$ cat src/rtl/otter_pipe_pkg.sv
// Shared types and constants for the OTTER pipeline hazard logic.
// One scoreboard entry describes the instruction held in a post-decode stage.
package otter_pipe_pkg;

  localparam int DEF_DEPTH      = 3;
  localparam int DEF_LOAD_AVAIL = 2;

  localparam int STG_EX  = 0;
  localparam int STG_MEM = 1;
  localparam int STG_WB  = 2;

  typedef struct packed {
    logic       valid;
    logic [4:0] rd;
    logic       wr;
    logic       load;
  } sb_entry_t;

  // x0 is hardwired to zero, so an entry writing it never produces a value.
  function automatic logic is_producer(input sb_entry_t e);
    return e.valid && e.wr && (e.rd != 5'd0);
  endfunction

endpackage

$ cat src/rtl/otter_src_match.sv
// Priority matcher for one decode source against the forwardable scoreboard entries.
// Reports any hit, the youngest matching entry index, and whether a too-young load matched.
module otter_src_match
  import otter_pipe_pkg::*;
#(
  parameter int N          = DEF_DEPTH - 1,
  parameter int LOAD_AVAIL = DEF_LOAD_AVAIL,
  parameter int IDX_W      = 2
) (
  input  sb_entry_t [N-1:0] entries,
  input  logic [4:0]        addr,
  input  logic              used,
  output logic              hit,
  output logic [IDX_W-1:0]  idx,
  output logic              load_hit
);

  // Walk oldest to youngest so the youngest match is the one left in idx.
  always_comb begin
    hit      = 1'b0;
    idx      = '0;
    load_hit = 1'b0;
    for (int k = N - 1; k >= 0; k--) begin
      if (used && is_producer(entries[k]) && (entries[k].rd == addr)) begin
        hit = 1'b1;
        idx = IDX_W'(k);
        if (entries[k].load && ((k + 1) < LOAD_AVAIL)) begin
          load_hit = 1'b1;
        end
      end
    end
  end

endmodule

$ cat src/rtl/otter_hazard_unit.sv
// Load-use stall, redirect flush and operand-forward select generation for the OTTER pipeline.
// A shift-register scoreboard tracks destination info for each post-decode stage.
module otter_hazard_unit
  import otter_pipe_pkg::*;
#(
  parameter int DEPTH      = DEF_DEPTH,
  parameter int LOAD_AVAIL = DEF_LOAD_AVAIL,
  parameter int CNT_W      = 16,
  localparam int SEL_W     = $clog2(DEPTH)
) (
  input  logic             CLK,
  input  logic             RST,
  input  logic             ID_VALID,
  input  logic [4:0]       ID_RS1_ADDR,
  input  logic [4:0]       ID_RS2_ADDR,
  input  logic             ID_RS1_USED,
  input  logic             ID_RS2_USED,
  input  logic [4:0]       ID_RD_ADDR,
  input  logic             ID_RD_WR,
  input  logic             ID_IS_LOAD,
  input  logic             EX_REDIRECT,
  input  logic             CNT_CLR,
  output logic             ISSUE,
  output logic             STALL_IF,
  output logic             STALL_ID,
  output logic             FLUSH_IF,
  output logic             FLUSH_ID,
  output logic             BUBBLE_EX,
  output logic [SEL_W-1:0] FWD_SEL_A,
  output logic [SEL_W-1:0] FWD_SEL_B,
  output logic [CNT_W-1:0] STALL_CNT
);

  sb_entry_t [DEPTH-1:0] sb;
  sb_entry_t             id_entry;

  logic             hit_a, hit_b;
  logic             load_a, load_b;
  logic [SEL_W-1:0] idx_a, idx_b;
  logic             hazard, redirect, stall;
  logic [SEL_W-1:0] fwd_a_nxt, fwd_b_nxt;

  // The oldest entry is only kept for pipeline bookkeeping: the register file is write-first.
  logic unused_wb;
  assign unused_wb = ^sb[DEPTH-1];

  otter_src_match #(
    .N          (DEPTH - 1),
    .LOAD_AVAIL (LOAD_AVAIL),
    .IDX_W      (SEL_W)
  ) u_match_a (
    .entries  (sb[DEPTH-2:0]),
    .addr     (ID_RS1_ADDR),
    .used     (ID_RS1_USED),
    .hit      (hit_a),
    .idx      (idx_a),
    .load_hit (load_a)
  );

  otter_src_match #(
    .N          (DEPTH - 1),
    .LOAD_AVAIL (LOAD_AVAIL),
    .IDX_W      (SEL_W)
  ) u_match_b (
    .entries  (sb[DEPTH-2:0]),
    .addr     (ID_RS2_ADDR),
    .used     (ID_RS2_USED),
    .hit      (hit_b),
    .idx      (idx_b),
    .load_hit (load_b)
  );

  // A redirect with nothing in EX is stale and ignored; when honoured it beats any stall.
  assign hazard   = load_a | load_b;
  assign redirect = EX_REDIRECT & sb[STG_EX].valid;
  assign stall    = ID_VALID & hazard & ~redirect;

  assign ISSUE     = ID_VALID & ~hazard & ~redirect;
  assign STALL_IF  = stall;
  assign STALL_ID  = stall;
  assign FLUSH_IF  = redirect;
  assign FLUSH_ID  = redirect;
  assign BUBBLE_EX = stall | redirect;

  assign id_entry  = {1'b1, ID_RD_ADDR, ID_RD_WR, ID_IS_LOAD};
  assign fwd_a_nxt = (ISSUE && hit_a) ? idx_a + SEL_W'(1) : '0;
  assign fwd_b_nxt = (ISSUE && hit_b) ? idx_b + SEL_W'(1) : '0;

  always_ff @(posedge CLK) begin
    if (!RST) begin
      sb        <= '0;
      FWD_SEL_A <= '0;
      FWD_SEL_B <= '0;
      STALL_CNT <= '0;
    end else begin
      sb[STG_EX] <= ISSUE ? id_entry : '0;
      for (int k = 1; k < DEPTH; k++) begin
        sb[k] <= sb[k-1];
      end
      FWD_SEL_A <= fwd_a_nxt;
      FWD_SEL_B <= fwd_b_nxt;
      if (CNT_CLR) begin
        STALL_CNT <= '0;
      end else if (STALL_ID && (STALL_CNT != '1)) begin
        STALL_CNT <= STALL_CNT + CNT_W'(1);
      end
    end
  end

endmodule

$ cat config.mk
export PLATFORM = sky130hd
export DESIGN_NAME = otter_hazard_unit
export DESIGN_NICKNAME = d
export VERILOG_FILES = /design/src/rtl/otter_pipe_pkg.sv /design/src/rtl/otter_src_match.sv /design/src/rtl/otter_hazard_unit.sv
export SDC_FILE = /design/constraint.sdc
export NUM_CORES = 1
export LEC_CHECK = 0
export BUFFER_PORTS_ARGS = -buffer_cell sky130_fd_sc_hd__buf_4
export CAP_MARGIN = 20
export CORE_MARGIN = 8
export CORE_UTILIZATION = 52
export CTS_BUF_LIST = sky130_fd_sc_hd__clkbuf_16
export DETAILED_ROUTE_END_ITERATION = 16
export PLACE_DENSITY = 0.8
export RECOVER_POWER = 100
export SLEW_MARGIN = 25
export SYNTH_ARGS = -nofsm -noshare
export SYNTH_HDL_FRONTEND = slang
export SYNTH_SLANG_ARGS = --single-unit
$ cat constraint.sdc
create_clock -name CLK -period 2.6 [get_ports CLK]
set_input_delay 0 -clock CLK [delete_from_list [all_inputs] [get_ports CLK]]
set_output_delay 0 -clock CLK [all_outputs]
set_load 0.05 [all_outputs]
==> impl_results.md, run 1 <==
- Status: completed
- CP endpoint kind: output port
- Worst EP required: 2.60 ns
- EDFF count, synth: 0
- Minimum clock period: 2.335 ns
- Syn Area/Cell: between 8 and 9 um2
- Data arrival time of the critical path: 2.34 ns
- Clock Latency Late Sink: 0.27 ns
- Storage element area: 700.7 um2
- Die width: 75.11 um
- Routed len/inst: 15.25 um
- Register area share after synthesis: 38.57%
- Area of the multi-input gates: 0.001055 mm2
- # fillers: roughly 320
- Largest net degree at the start of global routing: 17
- Worst-Margin Slew: 0.6252 ns
- Drt total wl: 4866 um
- Gpl congestion: 0.8600
- Post-Syn Nets: 242
- GRT Util Overall: 18.08%
- GR Util met3: 4.927%
- First-pass GRT wire length: 7872 um
- Max Fclk: 428.2 MHz
- PortBufs: 49
- CP endpoint: ISSUE
- M2 GR Usage: 28.31%
- Pwr Density: 531.8 mW/mm2
- Dpl ws: approximately 0.51 ns
- Clk slew on worst S/H paths: roughly 0.05 ns
- First DRT Iteration DRCs: 116
- Hold wc startpoint: RST
- Via density: about 5.7
- CTS tree: done
- Post-DRT Antenna Nets: 0
- CP cell instances: xnor2_1 -> nand4_1 -> nor4_1 -> o21a_1 -> nor2_1 -> clkbuf_4
- Final worst clock skew: 0.005327 ns
- Post-synthesis cell area: 0.001817 mm2
- R2R depth: 6
- Layout Area Growth over Synthesis: 27.34%
- CP startpoint: sb[3]$_SDFF_PN0_
- Final setup viols: 0
- Core area: 0.003337 mm2
- Via count: 1818
- Layout Cells excl Fill: 319
- WP buf/inv: 1
- Die Area: approximately 0.0056 mm2
- Setup CP Type: register to output port
- Synth Warn #: 0
- Hold Violations, Final: 0
- Worst flop-to-flop path endpoint: STALL_CNT[1]$_SDFFE_PP0P_
- Leak pwr: 0.9304 nW
- Row cnt: 21
- Most instantiated cells after synthesis: dfxtp_1 (35), nand2_1 (33), nor2_1 (15)
- Worst min path class: input pin to register
- DIE HEIGHT: 75.11 um
- GR peak layer: met2
- Setup WS post-layout: 0.2648 ns
- R2r setup slk: 0.45 ns
- Gate Count Post-Synth: 217
- Slew Viols, Final: 0
- Nets: 297
- Top Ports: 50
- Tcrit/Tclk final: between 80% and 90%
- Post-synth top area cell: dfxtp_1
- Startpoint types: register
- Initial Util: ~54%
- Crit Path Max Fanout: 9
- Diodes inserted: 0
- Share of cells above drive strength 1: between 10% and 20%
- Max_slew headroom: between 50 and 60%
- Clk root buf: clkbuf_16
- Worst path depth: 6
- Top post-synthesis cells by area: dfxtp_1 (39%), nand2_1 (6.8%), xnor2_1 (5.8%)
- Crit-path leading delay family: simple AND/OR/NAND/NOR gates
- Inst Count DP: 304
- RSZ-0062 raised after global routing: false
- CTS buffer count: 5
- Netlist cell types: 39
- Slowest-stage cell, CP: nor4_1
- Dpl hpwl: 3585 um
- GRT overflow: 0
- Clk sink count: 35
- Max VDD drop: 0.3409 mV
- Drt pass-1 iters: 4
- Post-route DRC violation count: 0
- CTS Buffer Depth: 2
- Post-CTS Setup Inserts: 0
- RR Startpoint: STALL_CNT[0]$_SDFFE_PP0P_
- Post-synth top flop: dfxtp_1
- Met1 Use GR: 22.60%
- Setup TNS: 0 ns
- FFs w/ async S/R, synth: 0%
- CTS H-Tree Depth: 2
- Initial antenna violation count: 0
- Number of global-route vias before repair: 1757
- Top-count cell post-synth: dfxtp_1
- CP max stage delay: 0.52 ns
- Hold_ws: 0.03884 ns
- Count of state elements after synthesis: 35
- Max cap viols: 0
- Top cell type's share of synthesized area: 38.57%
## final cells by class
type	count	area share, %
Sequential cell	35	30.29
Clock inverter	3	0.4867
Inverter	2	0.3245
Timing Repair Buffer	58	15.41
Multi-Input combinational cell	170	45.59
Clock buffer	5	5.408
Tap cell	46	2.488
## state kept, by name, indices dropped and copies added (netlist names)
| signal | flops |
|---|---|
| FWD_SEL_A | 2 |
| FWD_SEL_B | 2 |
| STALL_CNT | 16 |
| sb | 15 |
## kinds of logic after synthesis
group / share of synthesized area, %
flops: 38.57
fa+ha+maj: 0.6886
simple gates: 33.47
buf+inv: 3.374
xor+xnor: 9.642
mux: 2.755
compound gates: 11.50
## how the worst min path moves through the flow
stage | depth (start not counted) | endpoint | slack [ns]
finish | 2 | sb[14]$_SDFF_PN0_ | 0.04
CTS | 2 | sb[14]$_SDFF_PN0_ | 0.04
global placement | 3 | sb[1]$_SDFF_PN0_ | 0.21
floorplan | 2 | sb[0]$_SDFF_PN0_ | 0.11
detailed placement | 3 | sb[4]$_SDFF_PN0_ | 0.22
global route | 2 | sb[14]$_SDFF_PN0_ | 0.05
## stage by stage
stage	power, mW	util (%)	area (um2)
4_1_cts	1.240	72.22	2410
6_report	1.230	69.33	2313
2_1_floorplan	0.6346	-	1817
3_3_place_gp	0.6865	66.03	2203
5_1_grt	1.280	69.33	2313
3_5_place_dp	0.6879	66.03	2203
## metal layers
| layer | up-vias | routed length (um) |
|---|---|---|
| li1 | 899 | - |
| met1 | 860 | 2222 |
| met2 | 52 | 2270 |
| met3 | 7 | 304 |
| met4 | 0 | 70 |
| met5 | - | 0 |
## worst register-to-register path, delay by kind of cell (launching register included)
| kind | cells | cell delay (ns) |
|---|---|---|
| muxes | 1 | 0.19 |
| and+or+nand+nor | 4 | 1.24 |
| DFF | 1 | 0.41 |
| adders and majority gates | 1 | 0.23 |
## what timing repair did
item / in CTS / in global routing
gates resized for setup: 0 / 0
endpoints found under the hold margin: 7 / 0
hold buffers: 7 / 0
setup endpoints to repair: 0 / 0
## placed cells by master (no fill, tap or decap), types with 6 or more instances in the layout
cell type and count:
a21oi_1 6, and2_1 7, and3_1 6, buf_4 24
clkbuf_1 25, dfxtp_1 35, dlygate4sd3_1 7, nand2_1 33
nand2b_1 6, nand3_1 8, nand4_1 10, nor2_1 15
or4_1 9, xnor2_1 12, xor2_1 8
## where the power goes
group	internal (mW)	switching, mW
registers	0.546	0.00974
logic	0.0605	0.0699
clock network	0.344	0.201
No activity file was read; power rests on OpenSTA's default activity.
==> inputs of run 2 (changes only) <==
==> constraint.sdc (replaced) <==
create_clock -name CLK -period 2.6 [get_ports CLK]
set_input_delay 0.52 -clock CLK [delete_from_list [all_inputs] [get_ports CLK]]
set_output_delay 0.52 -clock CLK [all_outputs]
set_load 0.05 [all_outputs]
==> run 2 against run 1 <==
Register-to-register slack worse by 0.10 ns. Cell area is 0.87% lower. First-iteration DRC count is 12% higher. Sequential share of layout area is 0.26 points higher. Cell count is 1.9% lower. Clock-buffer cell count stayed put. Sequential cell count stayed put. Worst hold slack better by 0.42 ns. Clock power hardly changed. Largest power group unchanged.
==> impl_results.md, run 2 (synthesis gave the netlist of run 1 again) <==
- Status: completed
- Tcrit/Tclk final: 95.66%
- Slew Viols, Final: 0
- Setup TNS: 0 ns
- Post-route DRC violation count: 0
- Crit Path Max Fanout: 5
- Overall power: 1.233 mW
- CP endpoint kind: output port
- Layout Cells excl Fill: approximately 310
- Largest reg by FF count: STALL_CNT
- # fillers: 310
- Initial Util: 54.44%
- Setup WS post-layout: 0.1127 ns
- Via count: approximately 1800
- Clk root buf: clkbuf_16
- Post-DRT Antenna Nets: 0
- Final worst clock skew: 0.002778 ns
- Die width: about 75 um
- First DRT Iteration DRCs: 130
- CTS buffer count: 5
- Clock Latency Late Sink: 0.27 ns
- Most frequent cells in the layout: dfxtp_1 (35), nand2_1 (33), buf_4 (26)
- Startpoint types: register
- First-pass GRT wire length: 7748 um
- DIE HEIGHT: 75.11 um
- Layout Area Growth over Synthesis: 26.24%
- Cts hold-fix bufs: 0
- Initial antenna violation count: 0
- Final setup viols: 0
- Final Util: 68.73%
- Clk sink count: 35
- Top Ports: 50
- Max_slew headroom: 59.75%
- Largest net degree at the start of global routing: 17
- Core area: 0.003337 mm2
- Largest registers: STALL_CNT (16), sb (15)
- Hold_ws: 0.4590 ns
- Drt pass-1 iters: 5
- Number of global-route vias before repair: roughly 1700
- CTS Buffer Depth: 2
- PortBufs: 49
- Clk slew on worst S/H paths: 0.05 ns
- DP Area: 0.002226 mm2
- Routed len/inst: between 15 and 20 um
- Row cnt: 21
- Data arrival time of the critical path: 1.97 ns
- Worst EP required: 2.08 ns
- CTS H-Tree Depth: 2
- GRT Util Overall: ~18%
- Design Area, Final: 0.002293 mm2
- Max Fclk: between 400 and 500 MHz
- Pwr Density: approximately 540 mW/mm2
- Setup CP Type: register to output port
- Max cap viols: 0
- Via density: 5.719
- CP max stage delay: about 0.6 ns
- Commonest non-fill, non-tap cell in the layout: dfxtp_1
- Worst-Margin Slew: slightly above 0.6 ns
- Largest register FFs: 16
- Worst min path class: input pin to register
- RSZ-0062 raised after global routing: false
- Gpl congestion: 0.8727
- Inst Count DP: 306
- Minimum clock period: 2.487 ns
- Dpl ws: 0.08688 ns
- Share of cells above drive strength 1: between 10% and 20%
- Diodes inserted: 0
- Nets: 292
- Max VDD drop: 0.4699 mV
- Dpl hpwl: ~3500 um
- Drt total wl: 4781 um
- CTS tree: done
- Die Area: 0.005641 mm2
- GRT overflow: 0
- CP cell instances: or4_4 -> nor2_4 -> nor4_4 -> o21a_1 -> nor2_2 -> buf_4
- Slowest-stage cell, CP: or4_4
- Hold Violations, Final: 0
- Leak pwr: 0.9175 nW
run 2: cell count changes in the layout (fill, tap and decap cells not counted), moves of 2 or more:
cell	delta
dlygate4sd3_1	-7
nor2_1	-2
nor4_1	-2
buf_4	+2
run 2: metal layers:
metal / global-route usage, % / vias to the layer above / share of wire, % / routed length [um]
met5: 0 / - / 0 / 0
met4: 5.217 / 0 / 0.92 / 44
met3: 5.193 / 5 / 6.9 / 332
met2: 27.83 / 62 / 47 / 2270
met1: 22.51 / 838 / 45 / 2133
li1: - / 885 / - / -
run 2: worst max-delay path: cells and delay by family (launching register included):
family | cells | cell delay, ns
and+or+nand+nor | 4 | 0.94
DFF | 1 | 0.35
AOI/OAI and AO/OA | 1 | 0.21
buffers and inverters | 1 | 0.19
run 2: area by class of cell:
type                    instances  area [um2]  area share, %
clock buffers                   5       125.1          5.456
inverters                       2       7.507         0.3273
flip-flops and latches         35       700.7          30.55
multi-input cells             170        1095          47.74
well taps                      46       57.56          2.510
clock inverters                 2       8.758         0.3819
repair buffers                 53       299.0          13.04
run 2: repair_timing:
action,in CTS,in global routing
buffers inserted,0,0
resized for setup,1,5
pin swaps,0,0
endpoints found under the setup margin,1,2
run 2: report_power, final:
group | leakage, nW | internal [mW] | switching, mW
registers | 0.284 | 0.546 | 0.0105
clock network | 0.0671 | 0.343 | 0.203
logic | 0.567 | 0.0578 | 0.0730
run 2: path summary, 6_finish.rpt:
path	start	end	slack, ns	depth (start not counted)
setup / recovery	sb[2]$_SDFF_PN0_	ISSUE	0.11	6
hold / removal	ID_RD_WR	sb[1]$_SDFF_PN0_	0.46	3
setup reg to reg	sb[3]$_SDFF_PN0_	STALL_CNT[13]$_SDFFE_PP0P_	0.35	6
hold reg to reg	STALL_CNT[12]$_SDFFE_PP0P_	STALL_CNT[12]$_SDFFE_PP0P_	0.50	2
==> inputs of run 3 (changes only) <==
--- a/config.mk
+++ b/config.mk
@@ -5,6 +5,7 @@
 export SDC_FILE = /design/constraint.sdc
 export NUM_CORES = 1
 export LEC_CHECK = 0
+export ABC_AREA = 1
 export BUFFER_PORTS_ARGS = -buffer_cell sky130_fd_sc_hd__buf_4
 export CAP_MARGIN = 20
 export CORE_MARGIN = 8
==> run 3 against run 2 <==
Register-to-register slack improved by 0.21 ns. Global-route usage fell by 2.4 points. Non-clock buffer count fell by 3. Core utilization fell by 3.1 points. Critical path depth rose by 2. Highest routed layer unchanged. First-iteration DRC count rose by 39%. Setup slack improved by 0.12 ns. Largest cell class unchanged. Via count rose by 6.2%. Synthesized cell count rose by 34%. Area after synthesis rose by 5.1%. Worst hold slack got worse by 0.018 ns.
==> impl_results.md, run 3 <==
- Post-Syn Nets: 316
- Most frequent cells in the layout: nand2_1 (67), nor2_1 (56), inv_1 (48)
- Diodes inserted: 0
- Drt total wl: 4458 um
- Post-CTS Setup Inserts: 0
- Largest net degree at the start of global routing: 14
- Tcrit/Tclk final: 90.92%
- Final worst clock skew: 0.006012 ns
- Syn Area/Cell: 6.561 um2
- Clk slew on worst S/H paths: 0.06 ns
- Die Area: 0.005867 mm2
- Top cell type's share of synthesized area: a little under two fifths
- First DRT Iteration DRCs: 181
- Crit Path Max Fanout: 5
- GR Util met3: 5.307%
- DP Area: 0.002313 mm2
- Multiplexer share of the synthesized area: 0%
- Data arrival time of the critical path: 1.84 ns
- Top-count cell post-synth: nand2_1
- Top post-synthesis cells by area: dfxtp_1 (37%), nand2_1 (13%), nor2_1 (10%)
- CP max stage delay: ~0.44 ns
- Post-synthesis cell area: 0.001909 mm2
- Count of state elements after synthesis: 35
- Die width: 76.60 um
- Share of cells above drive strength 1: 15.12%
- Netlist cell types: 30
- CTS Buffer Depth: 2
- Post-synthesis simple-gate area fraction: between 30% and 40%
- Via count: approximately 1900
- CTS tree: done
- Startpoint types: register
- FFs w/ async S/R, synth: 0%
- Final setup viols: 0
- DIE HEIGHT: 76.60 um
- Nets: between 300 and 400
- Worst min path class: register to register
- Cts hold-fix bufs: 0
- GR peak layer: met2
- Initial Util: between 50% and 60%
- Overall power: 1.346 mW
- Dpl ws: 0.4484 ns
- Commonest non-fill, non-tap cell in the layout: nand2_1
- GRT Util Overall: ~15%
- Inst Count DP: approximately 380
- Main combinational cell family by area after synthesis: simple AND/OR/NAND/NOR gates
- Max Fclk: 423.0 MHz
- Drt pass-1 iters: 5
- Layout Area Growth over Synthesis: 23.92%
- PortBufs: 49
- Via density: 4.849
- Layout Cells excl Fill: between 300 and 400
- Max cap viols: 0
- Hold Violations, Final: 0
- Synth Area in Adders: 0.6553%
- Initial antenna violation count: 0
- Worst-Margin Slew: between 0.6 and 0.7 ns
- Register area share after synthesis: 36.70%
- CP cell instances: inv_1 -> nand2_1 -> o21ai_1 -> nor2_1 -> nand3_1 -> a21boi_0 -> nor3_2 -> clkbuf_2
- Synth Area in Compound Gates: 7.471%
- Most instantiated cells after synthesis: nand2_1 (67), nor2_1 (52), inv_1 (46)
- EDFF count, synth: 0
- Largest register FFs: 16
- Clk root buf: clkbuf_16
- GRT overflow: 0
- Number of global-route vias before repair: 1748
- Max VDD drop: 0.4096 mV
- Status: completed
- Max_slew headroom: 58.85%
- Design Area, Final: 0.002366 mm2
- Met1 Use GR: roughly a fifth
- Post-route DRC violation count: 0
- Leak pwr: 1.084 nW
- Crit-path leading delay family: simple AND/OR/NAND/NOR gates
- Gate Count Post-Synth: slightly below 300
- Top Ports: 50
- RSZ-0062 raised after global routing: false
- # fillers: 371
- Gpl congestion: 0.9185
- Synth Warn #: 0
- Row cnt: 22
- Slew Viols, Final: 0
- Minimum clock period: 2.364 ns
- CTS buffer count: 5
- Worst EP required: 2.08 ns
- Post-synth top flop: dfxtp_1
- Post-CTS sizing: 0
- Setup CP Type: register to output port
- Core area: 0.003606 mm2
- Setup TNS: 0 ns
- Clk sink count: 35
- CTS H-Tree Depth: 2
- Post-DRT Antenna Nets: 0
- M2 GR Usage: 23.22%
- Slowest-stage cell, CP: dfxtp_1
- CP endpoint kind: output port
- Pwr Density: 568.9 mW/mm2
- Post-synth top area cell: dfxtp_1
- Setup WS post-layout: 0.2361 ns
- Largest reg by FF count: STALL_CNT
- WP buf/inv: 2
- XOR/XNOR Fraction of Synth Area: 3.670%
- First-pass GRT wire length: 7596 um
- Largest registers: STALL_CNT (16), sb (15)
- Routed len/inst: 11.37 um
- Clock Latency Late Sink: 0.28 ns
- Dpl hpwl: between 3000 and 4000 um
## run 3: cell types whose count changed after synthesis, sizes merged, moves of 6 or more
cell,delta
inv,+52
nand2b,-6
nor2,+43
nand3,+15
and2,-9
and3,-6
or4,-9
a21oi,+6
xnor2,-8
nand2,+36
## run 3: path summary, 6_finish.rpt
check / slack (ns) / from / cells past startpoint / endpoint
max: 0.24 / sb[3]$_SDFF_PN0_ / 8 / ISSUE
min: 0.44 / sb[1]$_SDFF_PN0_ / 2 / sb[9]$_SDFF_PN0_
max reg2reg: 0.56 / STALL_CNT[0]$_SDFFE_PP0P_ / 10 / STALL_CNT[1]$_SDFFE_PP0P_
min reg2reg: 0.44 / sb[1]$_SDFF_PN0_ / 2 / sb[9]$_SDFF_PN0_
## run 3: worst register-to-register path, stage by stage, from the launching register on
cell     delay, ns
dfxtp_1       0.38
ha_1          0.21
nand2_1       0.07
nor2_1        0.34
nand3_1       0.16
nor2_1        0.27
inv_2         0.04
nand4_1       0.15
inv_1         0.11
o21ai_0       0.16
nor2_1        0.05
## run 3: power by group
part	switching, mW	total (mW)	internal [mW]
clock	0.227	0.684	0.456
combinational	0.0600	0.107	0.0474
sequential	0.00979	0.555	0.545
## run 3: kinds of logic (layout without fill, tap and decap cells)
kind of cell | count (synthesis) | count (layout)
adders and majority gates | 1 | 1
buffers and inverters | 59 | 112
AOI/OAI and AO/OA | 25 | 25
and+or+nand+nor | 163 | 163
xor gates and xnor gates | 8 | 8
DFF | 35 | 35
## run 3: through the flow
| stage | hold slack, ns | utilization, % |
|---|---|---|
| 2_1_floorplan | 0.4073 | - |
| 3_3_place_gp | 0.4220 | 64.16 |
| 3_5_place_dp | 0.4341 | 64.16 |
| 4_1_cts | 0.4416 | 68.95 |
| 5_1_grt | 0.4708 | 65.61 |
| 6_report | 0.4412 | 65.61 |
## run 3: area by class of cell
class	instances	area (um2)	area share, %
Multi-Input combinational cell	197	943.4	39.87
Sequential cell	35	700.7	29.61
Timing Repair Buffer	50	286.5	12.11
Inverter	54	202.7	8.567
Clock buffer	5	125.1	5.288
Tap cell	48	60.06	2.538
Clock inverter	3	47.55	2.010
## run 3: layer usage
metal  up-vias  routed length (um)  share of wire [%]
met3         7                 316                7.1
met2        55                2027                 45
met5         -                   0                  0
met1       840                2053                 46
met4         0                  61                1.4
li1        999                   -                  -
